`src/rtl/pc_gen.sv`:
```
// Fetch-stage program counter: stall hold, redirect with one-entry pending buffer, flush.
// Define PC_ALIGN_CHECK_EN to trap misaligned redirect targets to EXC_VEC.
module pc_gen #(
    parameter int unsigned         ADDR_W    = 32,
    parameter logic [ADDR_W-1:0]   RESET_VEC = '0,
    parameter logic [ADDR_W-1:0]   EXC_VEC   = ADDR_W'(32'h0000_0020),
    parameter int unsigned         STEP      = 4
) (
    input  logic              clk,
    input  logic              rst,
    input  logic              stall,
    input  logic              br_flag,
    input  logic [ADDR_W-1:0] br_target,
    input  logic              flush,
    input  logic [ADDR_W-1:0] flush_pc,
    output logic [ADDR_W-1:0] pc,
    output logic              ce,
    output logic              misalign,
    output logic [ADDR_W-1:0] bad_addr
);

    localparam logic [1:0] S_BOOT = 2'd0;
    localparam logic [1:0] S_RUN  = 2'd1;
    localparam logic [1:0] S_HOLD = 2'd2;

    logic [1:0]        state_q, state_d;
    logic [ADDR_W-1:0] pc_q, pc_d;
    logic              pend_vld_q, pend_vld_d;
    logic [ADDR_W-1:0] pend_tgt_q, pend_tgt_d;
    logic              redir;
    logic [ADDR_W-1:0] redir_tgt;

    always_comb begin
        state_d    = state_q;
        pc_d       = pc_q;
        pend_vld_d = pend_vld_q;
        pend_tgt_d = pend_tgt_q;
        redir      = 1'b0;
        redir_tgt  = br_target;
        unique case (state_q)
            S_BOOT: begin
                state_d = S_RUN;
            end
            S_RUN, S_HOLD: begin
                if (flush) begin
                    pc_d       = flush_pc;
                    pend_vld_d = 1'b0;
                    state_d    = S_RUN;
                end else if (stall) begin
                    state_d = S_HOLD;
                    if (br_flag) begin
                        pend_vld_d = 1'b1;
                        pend_tgt_d = br_target;
                    end
                end else begin
                    state_d    = S_RUN;
                    pend_vld_d = 1'b0;
                    // A fresh redirect supersedes the stale buffered one.
                    if (br_flag || pend_vld_q) begin
                        redir     = 1'b1;
                        redir_tgt = br_flag ? br_target : pend_tgt_q;
                    end else begin
                        pc_d = pc_q + ADDR_W'(STEP);
                    end
                end
            end
            default: begin
                state_d = S_BOOT;
            end
        endcase
    end

`ifdef PC_ALIGN_CHECK_EN
    logic              mis_q, mis_d;
    logic [ADDR_W-1:0] bad_q, bad_d;
    logic [ADDR_W-1:0] pc_fin;

    always_comb begin
        mis_d  = 1'b0;
        bad_d  = bad_q;
        pc_fin = pc_d;
        if (redir) begin
            if (redir_tgt[1:0] != 2'b00) begin
                pc_fin = EXC_VEC;
                bad_d  = redir_tgt;
                mis_d  = 1'b1;
            end else begin
                pc_fin = redir_tgt;
            end
        end
    end

    always_ff @(posedge clk or negedge rst) begin
        if (!rst) begin
            mis_q <= 1'b0;
            bad_q <= '0;
        end else begin
            mis_q <= mis_d;
            bad_q <= bad_d;
        end
    end

    assign misalign = mis_q;
    assign bad_addr = bad_q;
`else
    logic [ADDR_W-1:0] pc_fin;
    logic              unused_exc;

    always_comb begin
        pc_fin = pc_d;
        if (redir) begin
            pc_fin = redir_tgt;
        end
    end

    assign unused_exc = ^EXC_VEC;
    assign misalign   = 1'b0;
    assign bad_addr   = '0;
`endif

    always_ff @(posedge clk or negedge rst) begin
        if (!rst) begin
            state_q    <= S_BOOT;
            pc_q       <= RESET_VEC;
            pend_vld_q <= 1'b0;
            pend_tgt_q <= '0;
        end else begin
            state_q    <= state_d;
            pc_q       <= pc_fin;
            pend_vld_q <= pend_vld_d;
            pend_tgt_q <= pend_tgt_d;
        end
    end

    assign pc = pc_q;
    assign ce = (state_q != S_BOOT);

endmodule

```
`config.mk`:
```
export PLATFORM = sky130hd
export DESIGN_NAME = pc_gen
export DESIGN_NICKNAME = d
export VERILOG_FILES = /design/src/rtl/pc_gen.sv
export SDC_FILE = /design/constraint.sdc
export NUM_CORES = 1
export LEC_CHECK = 0
export BUFFER_PORTS_ARGS = -buffer_cell sky130_fd_sc_hd__buf_2
export CORE_MARGIN = 2
export CORE_UTILIZATION = 50
export DETAILED_ROUTE_END_ITERATION = 16
export PLACE_DENSITY = 0.87
export SLEW_MARGIN = 20
export SYNTH_ARGS = -nofsm -noshare
export SYNTH_HDL_FRONTEND = slang
export SYNTH_SLANG_ARGS = --single-unit
```
`constraint.sdc`:
```
create_clock -name clk -period 5.95 [get_ports clk]
set_input_delay 0.2975 -clock clk [delete_from_list [all_inputs] [get_ports clk]]
set_output_delay 0.2975 -clock clk [all_outputs]
set_load 0.05 [all_outputs]
```
# Word-level counts from Yosys, hierarchy flattened
# Cells that the tools add are included.
[totals]
ff_bits = 67
latch_bits = 0
ramBits = 0
rom_bits = 0
in_bits = 69
elab_cells = 39
memories = 0
[classes]
n_addsub = 1
n_mul = 0
div = 0
n_lt_le_gt_ge = 0
n_eq_ne = 5
shifts = 0
n_mux = 20
bitwise = 1
n_reduce_logical = 8
[ops]
columns = ["operator", "count"]
rows = [
  ["$mux 32", 10],
  ["$add 32x3->32 const B", 1],
  ["$mux 1", 7],
  ["$ne 3x1->1 const B", 2],
  ["$reduce_and 3->1", 2],
  ["$mux 2", 2],
  ["$pmux 2 s2", 1],
  ["$reduce_bool 2->1", 2],
  ["$ne 3x3->1 const B", 1],
  ["$eq 2x1->1 const B", 1],
  ["$eq 2x2->1 const B", 1],
  ["$logic_not 2->1", 1],
  ["$reduce_and 2->1", 1],
  ["$reduce_or 2->1", 1],
  ["$logic_or 1x1->1", 1],
  ["$not 1->1", 1],
]

# Depth between registers and ports, before layout
# Gate-level depths: netlist (run 1).
[depth]
ltp_word = 7
mapped_depth = 10
ltp_nobuf = 7

# Worst setup path before layout (run 1)
# OpenSTA, ideal clock, no wires.
[synth_timing]
path_kind = "reg2reg"
startpoint = "register pc_q[2], in the netlist pc[2]"
endpoint = "register pc_q[22], in the netlist pc[22]"
setup_time_ns = 0.066
arrival_ns = 2.070
required_ns = 5.884
slack_ns = 3.814
stages_incl_launch_ff = 7
path_buffers = 0
period_less_slack_ns = 2.136
path_cell_list = "dfrtp_1 > ha_1 > nand2_1 > or3_4 > or3_1 > a21oi_1 > o22a_1"
[synth_between]
elab_chain_cells = 6
[synth_lines]
columns = ["element", "line", "rtl"]
rows = [
  ["start, declared", "27", "logic [ADDR_W-1:0] pc_q, pc_d;"],
  ["start signal, assigned", "129", "pc_q <= pc_fin;"],
  ["$add 32x3->32", "63", "pc_d = pc_q + ADDR_W'(STEP);"],
  ["$mux 32", "59", "if (br_flag || pend_vld_q) begin"],
  ["$mux 32", "49", "end else if (stall) begin"],
  ["$mux 32", "45", "if (flush) begin"],
  ["$mux 32", "40", "unique case (state_q)"],
  ["$mux 32", "111", "if (redir) begin"],
]
# No other way between the ends. The select of a mux whose other input is x is not followed.
# A chain may end at the register's enable or synchronous reset.

# Worst setup path after layout (run 1)
[layout_timing]
startpoint = "register state_q[0]"
endpoint = "register pc_q[16], in the netlist pc[16]"
[layout_between]
elab_chain_cells = 5
elab_cells_between_ends = 10
[layout_lines]
columns = ["element", "line", "rtl"]
rows = [
  ["start, declared", "26", "logic [1:0] state_q, state_d;"],
  ["start signal, assigned", "128", "state_q <= state_d;"],
  ["$eq 2x1->1 / $eq 2x2->1 (equally long branches)", "40", ""],
  ["$reduce_or 2->1 *", "40", ""],
  ["$mux 1", "40", ""],
  ["$ne 3x3->1 (no line), or another cell as far along", "-", ""],
  ["$reduce_and 3->1 (no line)", "-", ""],
]
# Every way passes the cells marked *; elsewhere a longest branch is shown, timed or not.

==> qor.yml, run 1 <==
worst_hold_path:
  hp-class: "in2async"
clock_network:
  hold_buffers: 0
  clock_path_buffers: 2
  cts-root-buf: "clkbuf_8"
  clock_sinks: 67
  post_cts_buffers: 0
  path_clk_slew_ns: 0.08
  cts_resized: 0
  h-tree-depth: 3
  clk_latency_ns: 0.36
  numCtsBuffers: 9
  cts_tree: "done"
cells_and_area:
  final_cell_mix: "buf_2, dfrtp_1, mux2_2, nand2_1"
  final_common_cell: "buf_2"
  syn2layout_area_growth_pct: 13.9
  n_fill_cell: 730
  drive_gt1_share_pct: 32.1
  fin_nets: 619
  antennaDiodeCount: 0
logic_synthesis:
  async_flop_share_pct: 100
  synth-seq-cells: 67
  synth-seq-area-share_pct: 37.9
  yosys_warnings: 0
  synth_cell_types: 65
  yosysTopAreaCellShare_pct: 37.9
  avgSynthCellArea_um2: 9.59
  synth_cells: 461
  ys.flop_type: "dfrtp_1"
  yosys.area.top_type: "dfrtp_1"
  ys_top_cells_by_area: "dfrtp_1, mux2_2, buf_4, mux2i_1, a21oi_1"
  synth_edf_count: 0
  syn_area_mm2: 0.00442
setup_path:
  reg2reg_slack_ns: 3.37
  cp_cell_sequence: "inv_1 > ha_1 > nor3b_1 > nand2_1 > o221ai_1 > o21ai_0 > o2bb2ai_1"
  worst-path-stages: 7
  crit_slowest_cell: "nand2_1"
  path_buf_inv: 1
  cp-startpoint: "state_q[0]"
  crit_family: "simple AND/OR/NAND/NOR gates"
  critPathCaptureType: "flop"
  r2r_end: "pc[16]"
  crit_fanout: 15
  worst_setup_path_start_kind: "flop"
  path_class: "reg2reg"
  required_ns: 6.20
  cp.arrival_ns: 2.82
  cpPeakStageDelay_ns: 0.49
  r2r-start: "state_q[0]"
  reg2regPathDepth: 7
routing:
  met3WireLength_mm: 1.20
  wl_met1_mm: 4.85
  vias: 4157
  wl_per_cell_um: 18.7
  wl_met2_mm: 5.86
  drtIter0Drc: 474
  top_layer: "met4"
  drt_drc_violations_left: 0
  postRouteAntennaNets: 0
  post_drt_via_cell_ratio: 6.30
  wl_mm: 12.4
  dr.pass1.iters: 5
power:
  p_total_mw: 2.74
  power_density_mw_per_mm2: 544
  leakage_nw: 2.30
  power_frac_comb_pct: 51.0
  pwr-share-clk_pct: 15.6
  p_sw_mw: 1.38
  vdd_ir_drop_max_mv: 0.274
  swShare_pct: 50.4
  p_seq_share_pct: 33.4
  power.internal_mw: 1.36
floorplanning:
  coreArea_mm2: 0.00864
  num_rows: 34
  fp.dieW_um: 98.0
  die_h_um: 98.0
  start_util_pct: 51.2
  die_area_mm2: 0.00961
  ios: 135
grt:
  grt_max_degree: 68
  antenna_found_initial: 0
  grt_pass1_vias: 3869
  track_usage_pct: 24.8
  grt_pass1_wl_mm: 19.3
  grt_remaining_overflow: 0
placement:
  dp_hpwl_mm: 8.56
  gp_congestion: 0.943
  io_buffer_count: 101
sta:
  relSlewSlack_pct: 28.6
  rsz0062_at_grt: "no"
  finClkSkew_ns: 0.0119
  max_freq_mhz: 388
  slew_violations: 0
  period_share_pct: 43.3
  setup_tns_ns: 0
  setup_viol: 0
  hold_viol_final: 0
  worst-slew-pin-transition_ns: 1.07
  post-route-min-period_ns: 2.58
run_status:
  status: "finished clean"
run:
  maxCapViolations: 0
[registers in the layout (all words and copies together) (netlist names)]
signal / cells
state_q: 2
pc: 32
pend_vld_q: 1
pend_tgt_q: 32
[cell families after synthesis]
kind of cell / count (synthesis) / share of synthesized area [%]
AO/OA/AOI/OAI: 116 / 18.2
XOR/XNOR: 2 / 0.396
other: 1 / 0.0848
AND/OR/NAND/NOR: 134 / 17.5
multiplexers: 61 / 14.9
adder cells (fa/ha/maj): 3 / 0.849
flip-flops: 67 / 37.9
buffers and inverters: 77 / 10.1
[how the worst max path moves through the flow]
stage                         end  slack (ns)
finish                     pc[16]        3.37
global route               pc[16]        3.20
CTS                        pc[16]        3.46
detailed placement  pend_tgt_q[0]        3.32
global placement    pend_tgt_q[7]        3.44
floorplan                  pc[22]        3.81
[cell usage after synthesis (4+ instances only)]
master,instances
buf_2,15
nand3_1,17
a31oi_1,7
nand2_1,34
inv_1,15
o221ai_1,4
clkbuf_1,8
dfrtp_1,67
buf_4,37
o22a_1,4
o22ai_1,7
mux2_2,39
nor2b_1,4
nor2_1,24
nor4_1,4
and3_1,4
and4_1,4
nand4_1,8
a2bb2oi_1,6
mux2i_1,22
nor3_1,7
a21oi_1,33
a221oi_1,9
o21ai_0,22
[power groups by stage]
| stage | Clock [mW] | Combinational, mW | Sequential (mW) |
|---|---|---|---|
| after floorplan | 0 | 0.743 | 1.22 |
| after global placement | 0 | 1.33 | 0.895 |
| after detailed placement | 0 | 1.37 | 0.912 |
| after CTS | 0.426 | 1.38 | 0.905 |
| after global routing | 0.449 | 1.48 | 0.941 |
| final | 0.428 | 1.40 | 0.916 |
[per-stage QoR]
step                instances  utilization [%]  setup WS [ns]  cell area [µm²]  hold WS (ns)
floorplan                 493                -           3.81             4540       0.00191
global placement          644             55.8           3.44             4820         0.465
detailed placement        644             55.8           3.32             4820         0.481
CTS                       660             58.3           3.46             5030         0.169
global route              660             58.3           3.20             5030         0.182
finish                    660             58.3           3.37             5030         0.136
[layer usage]
layer  global-route usage (%)  vias to the layer above
met5                        0                        -
met4                     8.97                        0
met3                     5.08                       61
met2                     40.5                      324
met1                     32.8                     1968
li1                         -                     1804
[final cells by class]
cell class | count | area, µm² | share of cell area, %
Multi-Input combinational cell | 349 | 2420 | 48.0
Sequential cell | 67 | 1680 | 33.3
Timing Repair Buffer | 104 | 528 | 10.5
Tap cell | 108 | 135 | 2.68
Clock buffer | 10 | 128 | 2.53
Clock inverter | 6 | 90.1 | 1.79
Inverter | 16 | 60.1 | 1.19
Note: power is estimated with default switching activity, not from simulation.
==> inputs of run 2 (changes only) <==
ABC_AREA = 1   (was not set)
CORE_UTILIZATION = 48   (was 50)
clock period = 2.2 ns   (was 5.95 ns; I/O delays follow)
==> run 2 against run 1 <==
  * Wire length is 4.4% higher
  * Sequential cell count stayed put
  * Synthesized area is 7.0% higher
  * Via count is 13% higher
  * Core utilization is 2.6 points lower
  * Die area is 11% higher
  * Combinational power grew to 2.7 times the previous value
  * First-iteration DRC count is 35% lower
  * Critical path type unchanged
==> qor.yml, run 2 <==
clock_network:
  path_clk_slew_ns: 0.08  # about the same
  post_cts_buffers: 0  # unchanged
  clock_path_buffers: 2  # unchanged
  numCtsBuffers: 9  # unchanged
  clk_latency_ns: 0.35  # about the same
  h-tree-depth: 3  # unchanged
  cts-root-buf: "clkbuf_8"
  cts_tree: "done"
  cts_resized: 0  # unchanged
  clock_sinks: 67  # unchanged
logic_synthesis:
  yosys_warnings: 0  # unchanged
  async_flop_share_pct: 100  # unchanged
  ys_top_cells_by_area: "dfrtp_1, nand2_1, o21ai_0, nor2_1, buf_4"
  synth_cell_types: 30  # -54%
  synth-seq-area-share_pct: 35.4  # -2.5 points
  synth_edf_count: 0  # unchanged
  synth_most_common_cell: "nand2_1"
  avgSynthCellArea_um2: 6.52  # -32%
  ys.flop_type: "dfrtp_1"
  synth-seq-cells: 67  # unchanged
  syn_area_mm2: 0.00473  # +7.0%
  yosys.area.top_type: "dfrtp_1"
  yosysTopAreaCellShare_pct: 35.4  # -2.5 points
  synth_common_cells: "nand2_1, nor2_1, o21ai_0"
  synth_cells: 726  # +57%
grt:
  antenna_found_initial: 0  # unchanged
  grt_remaining_overflow: 0  # unchanged
  grt_pass1_vias: 4475  # +16%
  grt_pass1_wl_mm: 21.0  # +9.2%
  grt_max_degree: 48  # -29%
  track_usage_pct: 25.7  # +0.93 points
routing:
  wl_met2_mm: 5.91  # +0.90%
  wl_per_cell_um: 13.5  # -28%
  wl_mm: 12.9  # +4.4%
  vias: 4711  # +13%
  dr.pass1.iters: 5  # unchanged
  drtIter0Drc: 310  # -35%
  met3WireLength_mm: 1.12  # -6.2%
  post_drt_via_cell_ratio: 4.94  # -22%
  wl_met1_mm: 5.58  # +15%
  drt_drc_violations_left: 0  # unchanged
  top_layer: "met4"
  postRouteAntennaNets: 0  # unchanged
setup_path:
  path_common_cell: "nand2_1"
  crit_family: "simple AND/OR/NAND/NOR gates"
  path_class: "reg2reg"
  required_ns: 2.41  # -3.79 ns
  cp_cell_sequence: "inv_1 > ha_1 > nand2_4 > inv_2 > buf_4 > a21oi_1 > nand2_1 > nand2_1 > o21ai_0"
  crit_fanout: 25  # +10
  worst_setup_path_start_kind: "flop"
  path_buf_inv: 3  # +2
  cp.arrival_ns: 1.96  # -0.86 ns
  cpPeakStageDelay_ns: 0.35  # -0.14 ns
  critPathCaptureType: "flop"
  crit_slowest_cell: "dfrtp_1"
floorplanning:
  die_area_mm2: 0.0107  # +11%
  fp.dieW_um: 103  # +5.4%
  die_h_um: 103  # +5.4%
  coreArea_mm2: 0.00968  # +12%
  ios: 135  # unchanged
  start_util_pct: 48.9  # -2.3 points
  num_rows: 36  # +5.9%
cells_and_area:
  final_cell_mix: "nand2_1, buf_2, nor2_1, o21ai_0, dfrtp_1"
  drive_gt1_share_pct: 17.7  # -14 points
  fin_nets: 889  # +44%
  post-route-util_pct: 55.7  # -2.6 points
  syn2layout_area_growth_pct: 13.9  # about the same
  final_common_cell: "nand2_1"
  antennaDiodeCount: 0  # unchanged
sta:
  max_freq_mhz: 573  # +48%
  post-route-min-period_ns: 1.75  # -0.830 ns
  setup_viol: 0  # unchanged
  relSlewSlack_pct: 64.5  # +36 points
  worst-slew-pin-transition_ns: 0.528  # -0.543 ns
  setup_tns_ns: 0  # unchanged
  finClkSkew_ns: 0.0110  # -0.000890 ns
  slew_violations: 0  # unchanged
  rsz0062_at_grt: "no"
  hold_viol_final: 0  # unchanged
  period_share_pct: 79.3  # +36 points
power:
  leakage_nw: 2.79  # +22%
  power_density_mw_per_mm2: 1310  # +140%
  vdd_ir_drop_max_mv: 0.525  # +91%
run_status:
  status: "finished clean"
worst_hold_path:
  hp-class: "in2reg"
placement:
  io_buffer_count: 101  # unchanged
  gp_congestion: 0.981  # +4.0%
  dp_hpwl_mm: 9.80  # +15%
run:
  maxCapViolations: 0  # unchanged
==> run 2: layer usage <==
| metal | up-vias | track usage, % |
|---|---|---|
| met5 | - | 0 |
| met4 | 0 | 10.0 |
| met3 | 27 | 5.85 |
| met2 | 216 | 40.3 |
| met1 | 2087 | 34.8 |
| li1 | 2381 | - |
==> run 2: worst register-to-register path, stage by stage (launching register included) <==
cell and delay [ns]:
dfrtp_1 0.35, inv_1 0.05, ha_1 0.35, nand2_4 0.24, inv_2 0.06, buf_4 0.22, a21oi_1 0.17, nand2_1 0.07
nand2_1 0.05, o21ai_0 0.07
==> run 2: logic make-up (layout without fill, tap and decap cells) <==
family / Yosys count / in the layout / synth area share, %
AND/OR/NAND/NOR: 399 / 399 / 34.0
buffers and inverters: 126 / 189 / 14.4
AO/OA/AOI/OAI: 115 / 115 / 12.5
flip-flops: 67 / 67 / 35.4
XOR/XNOR: 13 / 13 / 2.41
adder cells (fa/ha/maj): 3 / 3 / 0.794
multiplexers: 2 / 2 / 0.423
other: 1 / 33 / 0.0793
==> run 2: cell type report <==
class	instances	area, µm²
Tap cell	133	166
Timing Repair Buffer	113	623
Inverter	61	229
Multi-Input combinational cell	565	2500
Fill cell	945	4290
Clock buffer	11	141
Clock inverter	4	51.3
Sequential cell	67	1680
==> run 2: path summary, 6_finish.rpt <==
path / startpoint / to / slack (ns) / depth (start not counted)
setup / recovery: state_q[0] / pc[20] / 0.45 / 9
hold / removal: flush_pc[1] / pc[1] / 0.02 / 3
setup reg to reg: state_q[0] / pc[20] / 0.45 / 9
hold reg to reg: pend_tgt_q[4] / pend_tgt_q[4] / 0.50 / 2
max in group asynchronous: rst / pc[16] / 1.28 / 3
min in group asynchronous: rst / pc[12] / 0.27 / 2
==> run 2: repair_timing <==
item / 4_1_cts / 5_1_grt
setup endpoints to repair: 0 / 0
hold buffers: 1 / 0
endpoints found under the hold margin: 20 / 0
==> run 2: power by group <==
| part | total [mW] | leakage [nW] | internal (mW) | switching, mW |
|---|---|---|---|---|
| Combinational | 3.72 | 1.86 | 1.02 | 2.70 |
| Clock | 1.04 | 0.0954 | 0.549 | 0.492 |
| Sequential | 2.30 | 0.835 | 1.78 | 0.518 |
| Total | 7.06 | 2.79 | 3.35 | 3.71 |
==> run 2: stage by stage <==
stage	setup slack [ns]	total power [mW]	std cells	area (µm²)	hold WS, ns
final	0.455	7.06	954	5390	0.0160
after global routing	0.232	7.61	954	5390	0.0236
after CTS	0.468	7.05	954	5390	0.00408
after detailed placement	0.476	6.00	938	5190	0.120
after global placement	0.536	5.91	938	5190	0.113
after floorplan	0.326	5.13	758	4850	-0.186
==> inputs of run 3 (changes only) <==
CORE_UTILIZATION = 50   (was 48)
PLACE_DENSITY = 0.86   (was 0.87)
clock period = 1.73 ns   (was 2.2 ns; I/O delays follow)
==> run 3 against run 2 <==
  * Register-to-register slack got worse by 0.31 ns
  * Via count up 0.32%
  * Cell count decreased by 0.94%
  * Critical path depth unchanged
  * Non-clock buffer count is 12 higher
  * Count of clock-buffer cells in the layout rose by 1
  * Highest routed layer unchanged
  * Hold slack got worse by 0.0019 ns
  * Design area rose by 2.6%
==> qor.yml, run 3 (same netlist as run 2, synthesis figures left out) <==
setup_path:
  cpPeakStageDelay_ns: 0.42  # +0.07 ns
  path_common_cell: "nand2_1"
  critPathCaptureType: "flop"
  path_buf_inv: 0  # -3
  crit_slowest_cell: "dfrtp_2"
  crit_family: "simple AND/OR/NAND/NOR gates"
  path_class: "reg2reg"
  crit_fanout: 5  # -80%
  cp_cell_sequence: "ha_2 > nand3_2 > nor2_2 > nand3_1 > xnor2_1 > nand2_1 > nand2_1 > nand2_1 > nand2_1"
  required_ns: 1.97  # -0.44 ns
  cp.arrival_ns: 1.82  # -0.14 ns
  worst_setup_path_start_kind: "flop"
sta:
  worst-slew-pin-transition_ns: 0.621  # +0.0935 ns
  setup_viol: 0  # unchanged
  rsz0062_at_grt: "yes"
  max_freq_mhz: 633  # +10%
  finClkSkew_ns: 0.00773  # -0.00328 ns
  hold_viol_final: 0  # unchanged
  relSlewSlack_pct: 58.6  # -5.9 points
  whs_ns: 0.0142  # -0.00185 ns
  post-route-min-period_ns: 1.58  # -0.165 ns
  period_share_pct: 91.4  # +12 points
  slew_violations: 0  # unchanged
clock_network:
  numCtsBuffers: 9  # unchanged
  cts-root-buf: "clkbuf_8"
  cts_tree: "done"
  clock_path_buffers: 2  # unchanged
  clk_latency_ns: 0.34  # about the same
  path_clk_slew_ns: 0.07  # about the same
  clock_sinks: 67  # unchanged
  h-tree-depth: 3  # unchanged
floorplanning:
  die_h_um: 101  # -1.9%
  ios: 135  # unchanged
  die_area_mm2: 0.0103  # -3.8%
  coreArea_mm2: 0.00920  # -5.0%
  num_rows: 35  # -2.8%
  start_util_pct: 51.4  # +2.6 points
  fp.dieW_um: 101  # -1.9%
placement:
  placed_area_mm2: 0.00525  # +1.1%
  dp.cells: 927  # -1.2%
  gp_congestion: 0.956  # -2.6%
  dp_hpwl_mm: 9.96  # +1.6%
  io_buffer_count: 101  # unchanged
power:
  vdd_ir_drop_max_mv: 0.714  # +36%
  p_total_mw: 9.31  # +32%
  leakage_nw: 2.87  # +2.6%
  power_density_mw_per_mm2: 1680  # +28%
grt:
  track_usage_pct: 26.4  # +0.63 points
  antenna_found_initial: 0  # unchanged
  grt_pass1_vias: 4454  # -0.47%
  grt_max_degree: 41  # -15%
  grt_remaining_overflow: 0  # unchanged
  grt_pass1_wl_mm: 21.3  # +0.98%
routing:
  wl_met2_mm: 6.04  # +2.1%
  post_drt_via_cell_ratio: 5.00  # +1.3%
  wl_per_cell_um: 13.8  # +1.8%
  dr.pass1.iters: 5  # unchanged
  drtIter0Drc: 322  # +3.9%
  top_layer: "met4"
  postRouteAntennaNets: 0  # unchanged
  wl_mm: 13.0  # +0.87%
  vias: 4726  # +0.32%
  drt_drc_violations_left: 0  # unchanged
  wl_met1_mm: 5.89  # +5.7%
  met3WireLength_um: 852  # -24%
cells_and_area:
  syn2layout_area_growth_pct: 17.0
  fin_area_mm2: 0.00553  # +2.6%
  fin_nets: 901  # +1.3%
  final_cell_mix: "nand2_1, buf_2, nor2_1, o21ai_0"
  drive_gt1_share_pct: 21.3  # +3.7 points
  antennaDiodeCount: 0  # unchanged
  final_common_cell: "nand2_1"
  fin_cells: 945  # -0.94%
run_status:
  status: "finished clean"
worst_hold_path:
  hp-class: "in2reg"
run:
  maxCapViolations: 0  # unchanged
[run 3: routing by layer]
| metal | global-route usage [%] | vias up |
|---|---|---|
| met5 | 0 | - |
| met3 | 4.28 | 23 |
| met4 | 8.73 | 0 |
| met1 | 36.4 | 2141 |
| li1 | - | 2392 |
| met2 | 42.4 | 170 |
[run 3: final cells by class]
type / instances / area [µm²]
multi-input combinational: 565 / 2540
timing repair buffer: 125 / 717
clock inverter: 4 / 73.8
fill: 874 / 3660
sequential: 67 / 1690
tap: 111 / 139
inverter: 61 / 229
clock buffer: 12 / 145
[run 3: power breakdown]
group          total (mW)  switching (mW)  internal (mW)
clock                1.46           0.609          0.853
sequential           2.94           0.660           2.28
combinational        4.91            3.50           1.41
total                9.31            4.77           4.54
[run 3: per-stage QoR]
| stage | setup TNS [ns] | util (%) | setup WS (ns) |
|---|---|---|---|
| after floorplan | 0 | - | 0.0235 |
| after global placement | 0 | 57.0 | 0.106 |
| after detailed placement | 0 | 57.0 | 0.0761 |
| after CTS | 0 | 59.5 | 0.0452 |
| after global routing | -0.0141 | 60.2 | -0.0141 |
| final | 0 | 60.2 | 0.150 |
[run 3: worst min-delay path, delay by kind of cell]
family                 cells  cell delay (ns)
buffers and inverters      1             0.10
AOI/OAI and AO/OA          1             0.07
and+or+nand+nor            1             0.05
[run 3: final timing paths]
kind | to | from | slack, ns | cells after the start
worst max register to register | pc[16] | pc[3] | 0.15 | 9
min in group asynchronous | pc[10] | rst | 0.29 | 2
worst min-delay path | pc[0] | flush_pc[0] | 0.01 | 3
max in group asynchronous | pend_tgt_q[23] | rst | 0.84 | 3
worst min register to register | pend_tgt_q[4] | pend_tgt_q[4] | 0.50 | 2
worst max-delay path | pc[16] | pc[3] | 0.15 | 9
[run 3: what timing repair did]
action                                 CTS  global route
hold buffers                             1             0
setup buffers                            0             1
endpoints found under the hold margin   20             0
resized for setup                        0            22
setup endpoints to repair                0            28
